File: src/rtl/operand_fetch_unit.sv
// operand_fetch_unit: forms the effective address of a memory-reference instruction and performs one operand read or store
// Configuration macro: AUTO_INDEX_EN (page-zero auto-index pointers AUTO_LO..AUTO_HI pre-increment on indirection)
// Ports:
//   clk, rst                 clock, synchronous active-high reset
//   start, write             request pulse (sampled in IDLE), 1 = store / 0 = read
//   instr, pc, wdata         instruction word, its address, store data (latched with start)
//   mem_rdata                combinational memory read data
//   mem_addr, mem_rden,
//   mem_wren, mem_wdata      memory address/control/write data
//   busy, done               in-flight flag, one-cycle completion pulse
//   eff_addr, operand        resolved EA and read data, held until the next start
module operand_fetch_unit #(
    parameter int AW      = 12,
    parameter int DW      = 12,
    parameter int AUTO_LO = 8,
    parameter int AUTO_HI = 15
) (
    input  logic          clk,
    input  logic          rst,
    input  logic          start,
    input  logic          write,
    input  logic [DW-1:0] instr,
    input  logic [AW-1:0] pc,
    input  logic [DW-1:0] wdata,
    input  logic [DW-1:0] mem_rdata,
    output logic [AW-1:0] mem_addr,
    output logic          mem_rden,
    output logic          mem_wren,
    output logic [DW-1:0] mem_wdata,
    output logic          busy,
    output logic          done,
    output logic [AW-1:0] eff_addr,
    output logic [DW-1:0] operand
);
`ifdef AUTO_INDEX_EN
    typedef enum logic [2:0] {IDLE, INDIR, ACCESS, DONE, AINC} state_t;
    localparam bit AUTO_EN = 1'b1;
`else
    typedef enum logic [1:0] {IDLE, INDIR, ACCESS, DONE} state_t;
    localparam bit AUTO_EN = 1'b0;
`endif
    state_t state, ns;
    logic          wr_q;
    logic [DW-1:0] instr_q;
    logic [AW-1:0] pc_q;
    logic [DW-1:0] wdata_q;
    logic [AW-1:0] ea;
    logic [AW-1:0] da;
    logic          auto_hit;
    logic          unused_ok;
    // Page bit selects the instruction's own page; offset never carries into the page bits.
    function automatic logic [AW-1:0] da_of(input logic [7:0] i, input logic [AW-1:0] p);
        return i[7] ? {p[AW-1:7], i[6:0]} : {{(AW-7){1'b0}}, i[6:0]};
    endfunction
    assign da        = da_of(instr_q[7:0], pc_q);
    assign auto_hit  = AUTO_EN && !instr_q[7] && (instr_q[6:0] >= AUTO_LO[6:0]) && (instr_q[6:0] <= AUTO_HI[6:0]);
    assign unused_ok = ^{instr_q[DW-1:8], pc_q[6:0]};
    assign busy      = (state != IDLE) && (state != DONE);
    assign done      = state == DONE;
    assign eff_addr  = ea;
    always_ff @(posedge clk) begin
        if (rst) state <= IDLE;
        else     state <= ns;
    end
    always_comb begin
        ns        = state;
        mem_addr  = '0;
        mem_rden  = 1'b0;
        mem_wren  = 1'b0;
        mem_wdata = '0;
        case (state)
            IDLE:   ns = start ? (instr[8] ? INDIR : ACCESS) : IDLE;
            INDIR: begin
                mem_addr = da;
                mem_rden = 1'b1;
`ifdef AUTO_INDEX_EN
                ns = auto_hit ? AINC : ACCESS;
`else
                ns = ACCESS;
`endif
            end
            ACCESS: begin
                mem_addr  = ea;
                mem_rden  = !wr_q;
                mem_wren  = wr_q;
                mem_wdata = wr_q ? wdata_q : '0;
                ns        = DONE;
            end
`ifdef AUTO_INDEX_EN
            AINC: begin
                mem_addr  = da;
                mem_wren  = 1'b1;
                mem_wdata = ea;
                ns        = ACCESS;
            end
`endif
            default: ns = IDLE;
        endcase
        // A reset arriving mid-access must not let a store reach memory.
        if (rst) begin
            mem_rden = 1'b0;
            mem_wren = 1'b0;
        end
    end
    always_ff @(posedge clk) begin
        if (rst) begin
            wr_q    <= 1'b0;
            instr_q <= '0;
            pc_q    <= '0;
            wdata_q <= '0;
            ea      <= '0;
            operand <= '0;
        end else begin
            case (state)
                IDLE: if (start) begin
                    wr_q    <= write;
                    instr_q <= instr;
                    pc_q    <= pc;
                    wdata_q <= wdata;
                    ea      <= da_of(instr[7:0], pc);
                end
                // With auto-index the incremented pointer doubles as the final EA.
                INDIR:  ea <= mem_rdata + DW'(auto_hit);
                ACCESS: if (!wr_q) operand <= mem_rdata;
                default: ;
            endcase
        end
    end
endmodule
File: config.mk
export PLATFORM = sky130hd
export DESIGN_NAME = operand_fetch_unit
export DESIGN_NICKNAME = d
export VERILOG_FILES = /design/src/rtl/operand_fetch_unit.sv
export SDC_FILE = /design/constraint.sdc
export NUM_CORES = 1
export LEC_CHECK = 0
export CELL_PAD_IN_SITES_DETAIL_PLACEMENT = 0
export CELL_PAD_IN_SITES_GLOBAL_PLACEMENT = 2
export CORE_MARGIN = 2
export CORE_UTILIZATION = 23
export CTS_CLUSTER_DIAMETER = 150
export CTS_CLUSTER_SIZE = 20
export DETAILED_ROUTE_END_ITERATION = 8
export PLACE_DENSITY = 0.8
export SYNTH_ARGS = -nofsm -noshare
export SYNTH_HDL_FRONTEND = slang
export SYNTH_SLANG_ARGS = --single-unit
File: constraint.sdc
create_clock -name clk -period 2 [get_ports clk]
set_input_delay 0.2 -clock clk [delete_from_list [all_inputs] [get_ports clk]]
set_output_delay 0.2 -clock clk [all_outputs]
set_load 0.02 [all_outputs]
Word-level counts from Yosys, hierarchy flattened --
Index checks and enable logic that the tools add are counted.
Word-level totals: bits in registers 59, bits in latches 0, RAM bits 0, ROM bits 0, input bits 52, memories kept 0
Operators by class: add/sub/neg operators 0, multipliers 0, div/mod/pow operators 0, $lt $le $gt $ge 0, equal/unequal tests 5, shift-type cells 0, mux-type cells 14, bitwise logic cells 1, reduce and logical (&&, ||, !) cells 8
Operator list (number):
- $mux 12 | 5
- $pmux 12 s2 | 2
- $pmux 2 s3 | 1
- $reduce_and 2->1 | 3
- $eq 2x2->1 const B | 2
- $mux 2 | 2
- $ne 2x2->1 const B | 2
- $reduce_bool 2->1 | 2
- $mux 1 | 3
- $eq 2x1->1 const B | 1
- $logic_not 2->1 | 1
- $pmux 1 s2 | 1
- $logic_and 1x1->1 | 1
- $logic_not 1->1 | 1
- $not 1->1 | 1

Depth between registers and ports, before layout --
Gate-level depths: netlist (run 1).
depth in word-level cells 3, mapped depth 8, mapped depth without buffers 5

Worst setup path after synthesis (run 1) --
OpenSTA, ideal clock, no wires.
path kind reg2out, from register state[1], to output port mem_rden, arrival time 1.549 ns, setup slack 0.251 ns, stages on the path, launching flop included 7, buffers on the path 2, cells stage by stage dfxtp_1 > inv_1 > ha_1 > buf_4 > buf_2 > nor2_1 > nor3b_1
On the way: longest elaborated chain between the ends 3, elaborated cells between the ends (all ways) 4, those cells by class eq/ne: 2; mux: 2
RTL lines:
- start: declaration | line 42 | state_t state, ns;
- start signal: assignment | line 63 | else state <= ns;
- $eq 2x2->1 or $eq 2x1->1 (tied branches) | line 71 | case (state)
- $pmux 1 s2 * | line 71
- $mux 1 * | line 100 | if (rst) begin
- end: declaration | line 27 | output logic mem_rden,
Every way passes the cells marked *; elsewhere a longest branch is shown, timed or not.

Worst setup path in the final report (run 1) --
from register state[1], to output port mem_addr[11]
On the way: longest elaborated chain between the ends 2, elaborated cells between the ends (all ways) 3, those cells by class eq/ne: 2; mux: 1
RTL lines:
- $eq 2x2->1 or $eq 2x1->1 (tied branches) | line 71
- $pmux 12 s2 * | line 71
- end: declaration | line 26 | output logic [AW-1:0] mem_addr,
Marks and branches as above.

==> results.py, run 1 <==
metrics = {
    "outcome": {
        "status": "finished, final reports clean",
    },
    "setup_path": {
        "slowest_stage": "ha_2",
        "worstSetupPathType": "reg -> out",
        "end_kind": "output port",
        "regToRegStartpoint": "state[1]$_SDFF_PP0_",
        "critPathBufInv": 3,
        "critPathRequiredTime_ns": 1.80,
        "critPathArrivalTime_ns": 1.68,
        "r2r_slack_ns": 0.35,
        "rr_worst_depth": 5,
        "crit_path_start_kind": "flop",
        "crit_family": "buffers and inverters",
        "crit_chain": "inv_1 -> ha_2 -> buf_4 -> nor2b_1 -> buf_2",
        "worstPathMaxFanout": 5,
        "rr_endpoint": "eff_addr[9]$_SDFFE_PP0P_",
        "max_stage_delay_ns": 0.39,
    },
    "power_and_ir_drop": {
        "seqPwrFrac_pct": 39.2,
        "p_comb_share_pct": 38.5,
        "switchingPower_mw": 1.15,
        "switching_share_pct": 35.0,
        "pwr-share-clk_pct": 22.3,
        "power.internal_mw": 2.13,
        "p_per_area_nw_per_um2": 920,
        "peakVddDrop_v": 0.000290,
        "p_leak_nw": 1.44,
    },
    "sta": {
        "finalSetupViolations": 0,
        "tightest_slew_ns": 0.545,
        "timing.hold.ws_ns": 0.280,
        "slew_headroom_pct": 63.6,
        "post-route-min-period_ns": 1.88,
        "setup-tns-final_ns": 0,
        "max_freq_mhz": 532,
        "rsz0062_at_grt": "no",
        "setup_slack_ns": 0.121,
        "finClkSkew_ns": 0.0102,
        "finalHoldViolations": 0,
        "slew_viol_final": 0,
        "min_period_over_period_pct": 94.0,
    },
    "floorplanning": {
        "rows": 37,
        "die_h_um": 106,
        "initial_core_util_pct": 23.5,
        "io-pin-count": 104,
        "core-area_um2": 10300,
        "die_x_um": 106,
        "dieArea_um2": 11300,
    },
    "route": {
        "drc": 0,
        "drt_iter0_drc": 61,
        "viasPerCell": 4.39,
        "wl_mm": 7.44,
        "dr.pass1.iters": 4,
        "vias": 2307,
        "ant_nets": 0,
        "wl_per_cell_um": 14.1,
    },
    "min_path": {
        "worstHoldPathCells": 2,
        "hold_path_end": "instr_q[5]$_SDFFE_PP0P_",
        "hp-class": "in -> reg",
        "worstHoldStart": "rst",
    },
    "final_layout": {
        "drive_above_1_share_pct": 14.6,
        "layout_commonest_cell": "nand2_1",
        "synthToLayoutAreaGrowth_pct": 47.9,
        "nets": 448,
        "layout_common_cells": "nand2_1, clkdlybuf4s50_1, dfxtp_1",
        "antenna_cells": 0,
        "nFillCells": 1127,
    },
    "synth": {
        "synth-async-reset-ratio_pct": 0,
        "synth.avg_cell_area_um2": 8.27,
        "ys.flop_type": "dfxtp_1",
        "mappedNetlistArea_um2": 2410,
        "yosysTopAreaCell": "dfxtp_1",
        "ys_warn_count": 0,
        "synth_cell_types": 28,
        "seq_area_frac_synth_pct": 43.1,
        "yosys-top-cells-area": "dfxtp_1, nand2_1, a21oi_1",
        "syn-num-nets": 351,
        "synth_cells": 292,
        "synth_edf_count": 0,
        "synth_top_area_share_pct": 43.1,
        "synth_seq_cells": 52,
    },
    "clock_tree": {
        "postCtsSetupBuffers": 0,
        "cts_made_buffers": 5,
        "cts_tree": "done",
        "clock_sinks": 52,
        "clk_latency_ns": 0.31,
        "clk_path_buf_depth": 2,
        "ctsRootBufferMaster": "clkbuf_8",
        "path_clk_slew_ns": 0.10,
        "post_cts_resized": 39,
        "hold_buffers": 0,
        "ctsHtreeMaxLevel": 2,
    },
    "global_routing": {
        "grt_pass1_wl_mm": 12.1,
        "antenna_found_initial": 0,
        "grt_max_degree": 32,
        "grt_pass1_vias": 2418,
        "grt-ovfl-total": 0,
        "grt_util_all_layers_pct": 13.5,
    },
    "place": {
        "dp_slack_ns": 0.0142,
        "place_hpwl_mm": 5.44,
        "finalWeightedCongestion": 0.773,
        "io_buffers": 93,
    },
    "run": {
        "maxCapViolations": 0,
    },
}
kinds of logic after synthesis:
| family | Yosys count | share of synthesized area [%] |
|---|---|---|
| simple gates | 125 | 22.8 |
| compound gates | 70 | 20.4 |
| flops | 52 | 43.1 |
| buf+inv | 29 | 6.12 |
| mux | 9 | 3.94 |
| fa+ha+maj | 7 | 3.63 |
cell usage after synthesis (2+ instances only):
cell / n
nor3b_1: 2
inv_1: 8
dfxtp_1: 52
nor2b_1: 13
a32oi_1: 5
nand2_1: 79
buf_6: 2
ha_1: 7
a211oi_2: 7
nor2_1: 14
a2111oi_2: 4
a22oi_1: 7
and3_1: 12
clkbuf_1: 5
mux2i_1: 8
a21oi_1: 44
buf_2: 7
buf_1: 3
buf_4: 4
worst max-delay path by stage:
stage                        start            to  cells past startpoint
2_1_floorplan  state[1]$_SDFF_PP0_      mem_rden                      6
3_3_place_gp   state[1]$_SDFF_PP0_  mem_addr[11]                      5
3_5_place_dp   state[1]$_SDFF_PP0_      mem_rden                      5
4_1_cts        state[0]$_SDFF_PP0_  mem_addr[10]                      5
5_1_grt        state[1]$_SDFF_PP0_   mem_addr[9]                      5
6_report       state[1]$_SDFF_PP0_  mem_addr[11]                      5
layer usage:
| metal | up-vias | track usage (%) | part of all wire [%] |
|---|---|---|---|
| li1 | 1182 | - | - |
| met1 | 1059 | 17.7 | 48 |
| met3 | 7 | 2.70 | 5.6 |
| met2 | 59 | 22.4 | 45 |
| met5 | - | 0 | 0 |
| met4 | 0 | 4.17 | 1.2 |
sequential cells by signal, indices dropped and copies added (netlist names):
register	cells
eff_addr	12
operand	12
wdata_q	12
instr_q	8
pc_q	5
state	2
wr_q	1
power by group through the flow:
| stage | Combinational, mW | Clock (mW) | Sequential (mW) |
|---|---|---|---|
| after detailed placement | 1.29 | 0 | 1.31 |
| after floorplan | 0.667 | 0 | 1.39 |
| after CTS | 1.28 | 0.753 | 1.28 |
| final | 1.26 | 0.733 | 1.29 |
| after global placement | 1.28 | 0 | 1.31 |
| after global routing | 1.40 | 0.792 | 1.31 |
cell type report:
| cell class | instances | area, µm² | area share (%) |
|---|---|---|---|
| clock buffers | 6 | 72.6 | 2.03 |
| clock inverters | 2 | 35.0 | 0.981 |
| inverters | 8 | 30.0 | 0.841 |
| multi-input cells | 211 | 1240 | 34.7 |
| flip-flops and latches | 52 | 1040 | 29.2 |
| well taps | 136 | 170 | 4.77 |
| repair buffers | 111 | 982 | 27.5 |
per-stage QoR:
stage | area [µm²] | util (%) | cells | total power [mW]
floorplan | 2410 | - | 292 | 2.05
global placement | 3530 | 34.3 | 518 | 2.59
detailed placement | 3530 | 34.3 | 518 | 2.60
CTS | 3620 | 35.2 | 526 | 3.32
global route | 3570 | 34.7 | 526 | 3.50
finish | 3570 | 34.7 | 526 | 3.28
worst reg2reg max path: stages, from the launching register on:
cell and delay, ns:
dfxtp_1 0.34, inv_1 0.11, ha_2 0.33, mux2_4 0.38, nor2_1 0.09, a2111oi_2 0.32
Power figures use the tool's default switching activity.
==> run 2, diff against run 1 <==
CTS_CLUSTER_DIAMETER = unset   (was 150)
==> results of run 2 <==
Same layout as run 1: the final DEF is identical, and so are final timing and power.
